[src/rtl/fifo_umbral_pkg.sv]
// Shared default geometry for the threshold FIFO and the control FSM that drives init.
package fifo_umbral_pkg;
  localparam int DATA_WIDTH_DEF = 6;
  localparam int ADDR_WIDTH_DEF = 2;
  localparam int LENGTH_DEF     = 2;
endpackage

[src/rtl/mem_fifo.sv]
// FIFO storage: one write port, one registered read port. The array itself is never reset.
module mem_fifo #(
  parameter int DW = 6,
  parameter int AW = 2
) (
  input  logic          clk,
  input  logic          reset,
  input  logic          wr_en_i,
  input  logic [AW-1:0] wr_addr_i,
  input  logic [DW-1:0] wr_data_i,
  input  logic          rd_en_i,
  input  logic [AW-1:0] rd_addr_i,
  output logic [DW-1:0] rd_data_o
);
  localparam int DEPTH = 2 ** AW;

  logic [DW-1:0] mem [DEPTH];
  logic [DW-1:0] rd_data_q;

  always_ff @(posedge clk) begin
    if (wr_en_i) mem[wr_addr_i] <= wr_data_i;
  end

  // Read uses the pre-write contents, so a simultaneous push/pop on the same slot returns the old word.
  always_ff @(posedge clk or posedge reset) begin
    if (reset)        rd_data_q <= '0;
    else if (rd_en_i) rd_data_q <= mem[rd_addr_i];
  end

  assign rd_data_o = rd_data_q;
endmodule

[src/rtl/fifo_umbral.sv]
// Synchronous FIFO with programmable almost-empty/almost-full threshold (umbral) and error pulse.
module fifo_umbral
  import fifo_umbral_pkg::*;
#(
  parameter int DATA_WIDTH = DATA_WIDTH_DEF,
  parameter int ADDR_WIDTH = ADDR_WIDTH_DEF,
  parameter int LENGTH     = LENGTH_DEF
) (
  input  logic                  clk,
  input  logic                  reset,
  input  logic                  init_in,
  input  logic [LENGTH-1:0]     umbral_in,
  input  logic                  push_in,
  input  logic [DATA_WIDTH-1:0] data_in,
  input  logic                  pop_in,
  output logic [DATA_WIDTH-1:0] data_out,
  output logic                  valid_out,
  output logic                  empty_out,
  output logic                  full_out,
  output logic                  almost_empty_out,
  output logic                  almost_full_out,
  output logic                  error_out
);
  localparam int DEPTH = 2 ** ADDR_WIDTH;
  localparam int CNTW  = ADDR_WIDTH + 1;
  localparam int CW    = (CNTW > LENGTH) ? CNTW + 1 : LENGTH + 1;

  logic [ADDR_WIDTH-1:0] wr_ptr_q, wr_ptr_d, rd_ptr_q, rd_ptr_d;
  logic [CNTW-1:0]       count_q, count_d;
  logic [LENGTH-1:0]     umbral_q, umbral_d;
  logic                  valid_q, error_q, error_d;
  logic                  push_ok, pop_ok;
  logic [CW-1:0]         cnt_x, umb_x, room_x;

  assign empty_out = (count_q == CNTW'(0));
  assign full_out  = (count_q == CNTW'(DEPTH));

  // Full with a concurrent pop still frees a slot this cycle.
  assign pop_ok  = pop_in && !empty_out;
  assign push_ok = push_in && (!full_out || pop_ok);

  // Widen count and threshold to a common size so the compares are unsigned and lossless.
  assign cnt_x  = CW'(count_q);
  assign umb_x  = CW'(umbral_q);
  assign room_x = CW'(DEPTH) - cnt_x;

  assign almost_empty_out = !empty_out && (cnt_x <= umb_x);
  assign almost_full_out  = !full_out && (room_x <= umb_x);

  always_comb begin
    wr_ptr_d = wr_ptr_q;
    rd_ptr_d = rd_ptr_q;
    count_d  = count_q;
    umbral_d = umbral_q;
    error_d  = (push_in && !push_ok) || (pop_in && !pop_ok);
    if (init_in) umbral_d = umbral_in;
    if (push_ok) wr_ptr_d = wr_ptr_q + ADDR_WIDTH'(1);
    if (pop_ok)  rd_ptr_d = rd_ptr_q + ADDR_WIDTH'(1);
    case ({push_ok, pop_ok})
      2'b10:   count_d = count_q + CNTW'(1);
      2'b01:   count_d = count_q - CNTW'(1);
      default: count_d = count_q;
    endcase
  end

  always_ff @(posedge clk or posedge reset) begin
    if (reset) begin
      wr_ptr_q <= '0;
      rd_ptr_q <= '0;
      count_q  <= '0;
      umbral_q <= '0;
      valid_q  <= 1'b0;
      error_q  <= 1'b0;
    end else begin
      wr_ptr_q <= wr_ptr_d;
      rd_ptr_q <= rd_ptr_d;
      count_q  <= count_d;
      umbral_q <= umbral_d;
      valid_q  <= pop_ok;
      error_q  <= error_d;
    end
  end

  mem_fifo #(.DW(DATA_WIDTH), .AW(ADDR_WIDTH)) u_mem (
    .clk       (clk),
    .reset     (reset),
    .wr_en_i   (push_ok),
    .wr_addr_i (wr_ptr_q),
    .wr_data_i (data_in),
    .rd_en_i   (pop_ok),
    .rd_addr_i (rd_ptr_q),
    .rd_data_o (data_out)
  );

  assign valid_out = valid_q;
  assign error_out = error_q;
endmodule

[config.mk]
export PLATFORM = sky130hd
export DESIGN_NAME = fifo_umbral
export DESIGN_NICKNAME = d
export VERILOG_FILES = /design/src/rtl/fifo_umbral_pkg.sv /design/src/rtl/mem_fifo.sv /design/src/rtl/fifo_umbral.sv
export SDC_FILE = /design/constraint.sdc
export NUM_CORES = 1
export LEC_CHECK = 0
export CAP_MARGIN = 30
export CORE_UTILIZATION = 56
export CTS_BUF_LIST = sky130_fd_sc_hd__clkbuf_2
export DETAILED_ROUTE_END_ITERATION = 10
export GPL_TIMING_DRIVEN = 1
export HOLD_SLACK_MARGIN = 0.12
export PLACE_DENSITY = 0.84
export SLEW_MARGIN = 0
export SYNTH_ARGS = -nofsm -noshare
export SYNTH_HDL_FRONTEND = slang
export SYNTH_SLANG_ARGS = --single-unit
[constraint.sdc]
create_clock -name clk -period 3.7 [get_ports clk]
set_clock_uncertainty 0.2 [all_clocks]
set_input_delay 0.925 -clock clk [delete_from_list [all_inputs] [get_ports clk]]
set_output_delay 0.925 -clock clk [all_outputs]
set_load 0.02 [all_outputs]
# == Word-level counts from Yosys, hierarchy flattened ==
# Memory sizes are Yosys's and may differ from the RTL's. A register that Yosys moved wholly into a read port is not among the register bits.
# Cells that the tools add are included.
# word_totals
n_memories,1
out_inout_bits,12
ramBits,24
reg_bits,11
# op_classes
n_reduce_logical,14
magnitude_cmp,2
n_eq_ne,3
addsub,5
mux,3
# memory_table
name,words,word_bits,rd,rd_ports_with_merged_regs,write_ports,line,text
u_mem.mem,4,6,1,1,1,mem_fifo.sv:17,logic [DW-1:0] mem [DEPTH];
# op_table
operator,n
$logic_and 1x1->1,6
$pmux 3 s2,1
$add 2x1->2 const B,2
$le 4x2->1,1
$logic_not 1->1,4
$sub 3x3->4 const A,1
$add 3x1->3 const B,1
$eq 3x3->1 const B,1
$le 3x2->1,1
$logic_not 3->1,1
$sub 3x1->3 const B,1
$eq 2x1->1 const B,1
$eq 2x2->1 const B,1
$logic_or 1x1->1,2
$mux 1,2
$reduce_bool 2->1,1

# == Longest topological paths before layout ==
# depth
word_depth,8
mapped_depth,11
depth_no_buf,10

# == Hierarchy ==
# From an unflattened synthesis, not the netlist that was laid out.
# hier_totals
hier_cells,122
area_unflattened_um2,1790.5
# modules_own_cells
mod,cells_each,area_per_inst_um2,instances
mem_fifo,63,1136.1,1
fifo_umbral,59,654.4,1

# == Worst setup path after synthesis ==
# No wires, ideal clock.
# synth_path
path_type,register to output
start,register count_q[0]
end,output port almost_full_out
setup_slack_ns,1.014
stages_incl_launch_ff,7
arrival_ns,1.561
n_path_buf,0
path_cell_list,dfrtp_1 > inv_1 > ha_1 > ha_1 > nor2b_1 > o21ai_0 > and4b_1
# synth_between
elab_chain_len,3
elab_cells_between_ends,5
cone_classes,add/sub (1); order compare (1); eq/ne (1); reduce/logical (2)
# synth_rtl
item,line,text
from (decl),fifo_umbral.sv:29,"logic [CNTW-1:0] count_q, count_d;"
from (signal assigned),fifo_umbral.sv:77,count_q <= count_d;
$sub 3x3->4 / $eq 3x3->1 (equally long branches),"fifo_umbral.sv:45, fifo_umbral.sv:36",
$le 4x2->1 / $logic_not 1->1 (equally long branches),fifo_umbral.sv:48,assign almost_full_out = !full_out && (room_x <= umb_x);
$logic_and 1x1->1 (*),fifo_umbral.sv:48,
to (decl),fifo_umbral.sv:21,"output logic almost_full_out,"
# Every way passes the cells marked *; elsewhere a longest branch is shown, timed or not.

# == Worst setup path after layout ==
# Same ends and word-level chain as after synthesis.

==> impl_metrics.py <==
metrics = {
    "sta": {
        "setup_tns_ns": 0,
        "grt_setup_unrepaired": "no",
        "fin_crit_ns": 3.430,
        "fmaxAchievable_ghz": 0.2915,
        "fin_crit_sh": 0.9271,
        "tightestPinTransition_ns": 0.6476,
        "finalSetupViolations": 0,
        "report.final.slew_viol_count": 0,
        "hold_violations": 0,
        "slew-limit-headroom": 0.5678,
    },
    "floorplanning": {
        "coreArea_mm2": 0.003053,
        "ioPinCount": 25,
        "die_width_um": 58.96,
        "initial_utilization": 0.5951,
        "die_height_um": 58.96,
        "core.rowCount": 20,
        "die_area_mm2": 0.003476,
    },
    "worst_setup_path": {
        "crit_fanout": 4,
        "critPathKind": "flip-flop to primary output",
        "critical_path.slowest_cell": "sky130_fd_sc_hd__dfrtp_1",
        "crit_path_cell_trace": "inv_1, ha_1, ha_1, nor2b_1, o21ai_0, and4b_1, dlygate4sd2_1",
        "crit_arrival_ns": 2.31,
        "crit_top_cell": "sky130_fd_sc_hd__ha_1",
        "timing.critical_path.from_type": "flip-flop",
        "worst_ep_required_time_ns": 2.57,
        "worst_setup_path_end_kind": "primary output",
        "max_stage_delay_ns": 0.42,
    },
    "synth": {
        "synth_ff_type": "sky130_fd_sc_hd__edfxtp_1",
        "number_of_flops_mapped_to_enable_cells_by_yosys": 24,
        "synth-seq-cells": 41,
        "synth_fp_nets": 144,
        "yosysSeqAreaShare": 0.6309,
        "netlist_instances": 120,
        "syn_area_per_cell_um2": 15.14,
        "synth.lib_cells_used.distinct": 26,
        "synth-simple-area-share": 0.09366,
        "yosys.area_share.xor_xnor": 0.02410,
        "synth_top_family_by_area": "multiplexers",
        "synth_fa_ha_area_frac": 0.07989,
        "netlist_area_before_placement_mm2": 0.001817,
        "post_synth_mux_area_share": 0.09986,
        "synth_area_in_compound_gates": 0.03788,
        "yosys_warnings": 0,
        "synth_async_sr_flop_share": 0.4146,
    },
    "routing": {
        "detail_route.first_pass.iterations": 4,
        "postRouteWirelength_um": 2797,
        "route.detailed.wl_per_inst_um": 14.42,
        "drt_iter0_drc": 40,
        "drc_errors": 0,
        "ant_nets": 0,
        "via_count": 977,
        "via_to_cell_ratio": 5.036,
    },
    "finish": {
        "final.fill_count": 225,
        "commonest_non_fill_non_tap_cells_in_the_layout": "sky130_fd_sc_hd__edfxtp_1 (24), sky130_fd_sc_hd__nand2_1 (23), sky130_fd_sc_hd__clkdlybuf4s50_1 (23)",
        "insertedDiodeCount": 0,
        "post_route_cells_drive_above_1_share": 0.1333,
        "final_net_count": 173,
        "layout.cells.most_common": "sky130_fd_sc_hd__edfxtp_1",
        "area.growth.synth_to_final_pct": 19.08,
    },
    "clocking": {
        "hold_buffers": 0,
        "cts_inserted_buffers": 5,
        "clock_tree.htree_level_count": 2,
        "clock_latency_reported_for_the_late_side_of_the_worst_skew_pair_ns": 0.40,
        "cts.path.max_buffers": 2,
        "clock_tree_root": "sky130_fd_sc_hd__clkbuf_2",
        "total_number_of_clock_tree_sinks": 41,
        "cts.reportedPaths.clkPinSlew_ns": 0.21,
        "tritoncts": "done",
    },
    "flow_run": {
        "cap_viol_max_count": 0,
    },
    "global_routing": {
        "grt_max_degree": 18,
        "grt_util_all_layers": 0.1971,
        "grt_pass1_wl_um": 4705,
        "initial_antenna_violation_count": 0,
        "grt_pass1_vias": 996,
        "total_global_routing_overflow": 0,
    },
    "power": {
        "power.total_mw": 1.659,
        "vdd.ir_drop.worst_uv": 396.0,
        "leakage_power_figure_nw": 0.8736,
        "power_density_normalized_to_cell_area_mw_per_mm2": 767.1,
    },
    "placement": {
        "routabilityCongestion": 0.7407,
        "dpl.hpwl_um": 2057,
        "place.port_buffers": 24,
    },
    "min_path": {
        "hold_class": "flip-flop to flip-flop",
    },
    "status": {
        "run_status": "completed",
    },
}
-- registers in the layout (all words and copies together) (netlist names) --
name	flops
u_mem.rd_data_o	6
wr_ptr_q	2
rd_ptr_q	2
u_mem.mem	24
umbral_q	2
valid_out	1
count_q	3
error_out	1
-- cell families after synthesis --
family          count (synthesis)
buf+inv                        11
simple gates                   35
mux                            10
fa+ha+maj                      11
xor+xnor                        5
flops                          41
compound gates                  7
-- synth_stat cells, drive strengths merged (2+ instances only) --
cell | number | area share
dfrtp | 17 | 0.23
inv | 8 | 0.019
mux4 | 6 | 0.074
buf | 2 | 0.012
o21ai | 4 | 0.011
nand2b | 2 | 0.0069
and2 | 4 | 0.014
edfxtp | 24 | 0.40
xnor2 | 5 | 0.024
nand2 | 23 | 0.048
nor2b | 2 | 0.0069
mux2i | 2 | 0.013
mux2 | 2 | 0.012
ha | 10 | 0.069
-- worst max-delay path: cells and delay by family (launching register included) --
family | cells | cell delay, ns
buf+inv | 2 | 0.50
fa+ha+maj | 2 | 0.55
simple gates | 2 | 0.33
flops | 1 | 0.42
compound gates | 1 | 0.13
-- final timing paths --
kind,endpoint,slack (ns),cells after the start,from
setup reg to reg,count_q[2]$_DFFE_PP0P_,1.02,10,count_q[0]$_DFFE_PP0P_
setup / recovery,almost_full_out,0.27,7,count_q[0]$_DFFE_PP0P_
hold / removal,u_mem.rd_data_o[5]$_DFFE_PP0P_,0.30,2,u_mem.rd_data_o[5]$_DFFE_PP0P_
min in group asynchronous,umbral_q[0]$_DFFE_PP0P_,0.67,2,reset
max in group asynchronous,u_mem.rd_data_o[2]$_DFFE_PP0P_,2.21,2,reset
hold reg to reg,u_mem.rd_data_o[5]$_DFFE_PP0P_,0.30,2,u_mem.rd_data_o[5]$_DFFE_PP0P_
-- timing repair --
action	4_1_cts	5_1_grt
buffers inserted	0	0
setup endpoints to repair	1	0
resized for setup	1	0
-- cell type report --
type,instances,area (um^2),area share
inverters,8,35.03,0.01619
clock buffers,5,25.02,0.01157
clock inverters,3,46.29,0.02140
multi-input cells,68,609.3,0.2817
well taps,44,55.05,0.02545
repair buffers,25,246.5,0.1139
flip-flops and latches,41,1146,0.5298
-- through the flow --
stage                     hold slack (ns)  setup WS [ns]  instances  utilization  area [um^2]
after floorplan                    0.2848          1.014        120            -         1817
after global placement             0.2577         0.5164        186       0.6857         2093
after detailed placement           0.2632         0.4701        186       0.6857         2093
after CTS                          0.3069         0.2524        194       0.7086         2163
after global routing               0.3331        0.09570        194       0.7086         2163
final                              0.3049         0.2697        194       0.7086         2163
-- routing by layer --
layer / up-vias / routed length [um] / GRT usage
met5: - / 0 / 0
met4: 0 / 46 / 0.08163
met3: 5 / 134 / 0.06593
met2: 23 / 1312 / 0.2857
met1: 470 / 1304 / 0.2761
li1: 479 / - / -
-- power breakdown --
| group | leakage (nW) | total (mW) | internal (mW) | switching [mW] |
|---|---|---|---|---|
| registers | 0.424 | 0.717 | 0.622 | 0.0946 |
| clock network | 0.0392 | 0.265 | 0.115 | 0.150 |
| logic | 0.410 | 0.677 | 0.340 | 0.337 |
| total | 0.874 | 1.66 | 1.08 | 0.582 |
No activity file was read; power rests on OpenSTA's default activity.
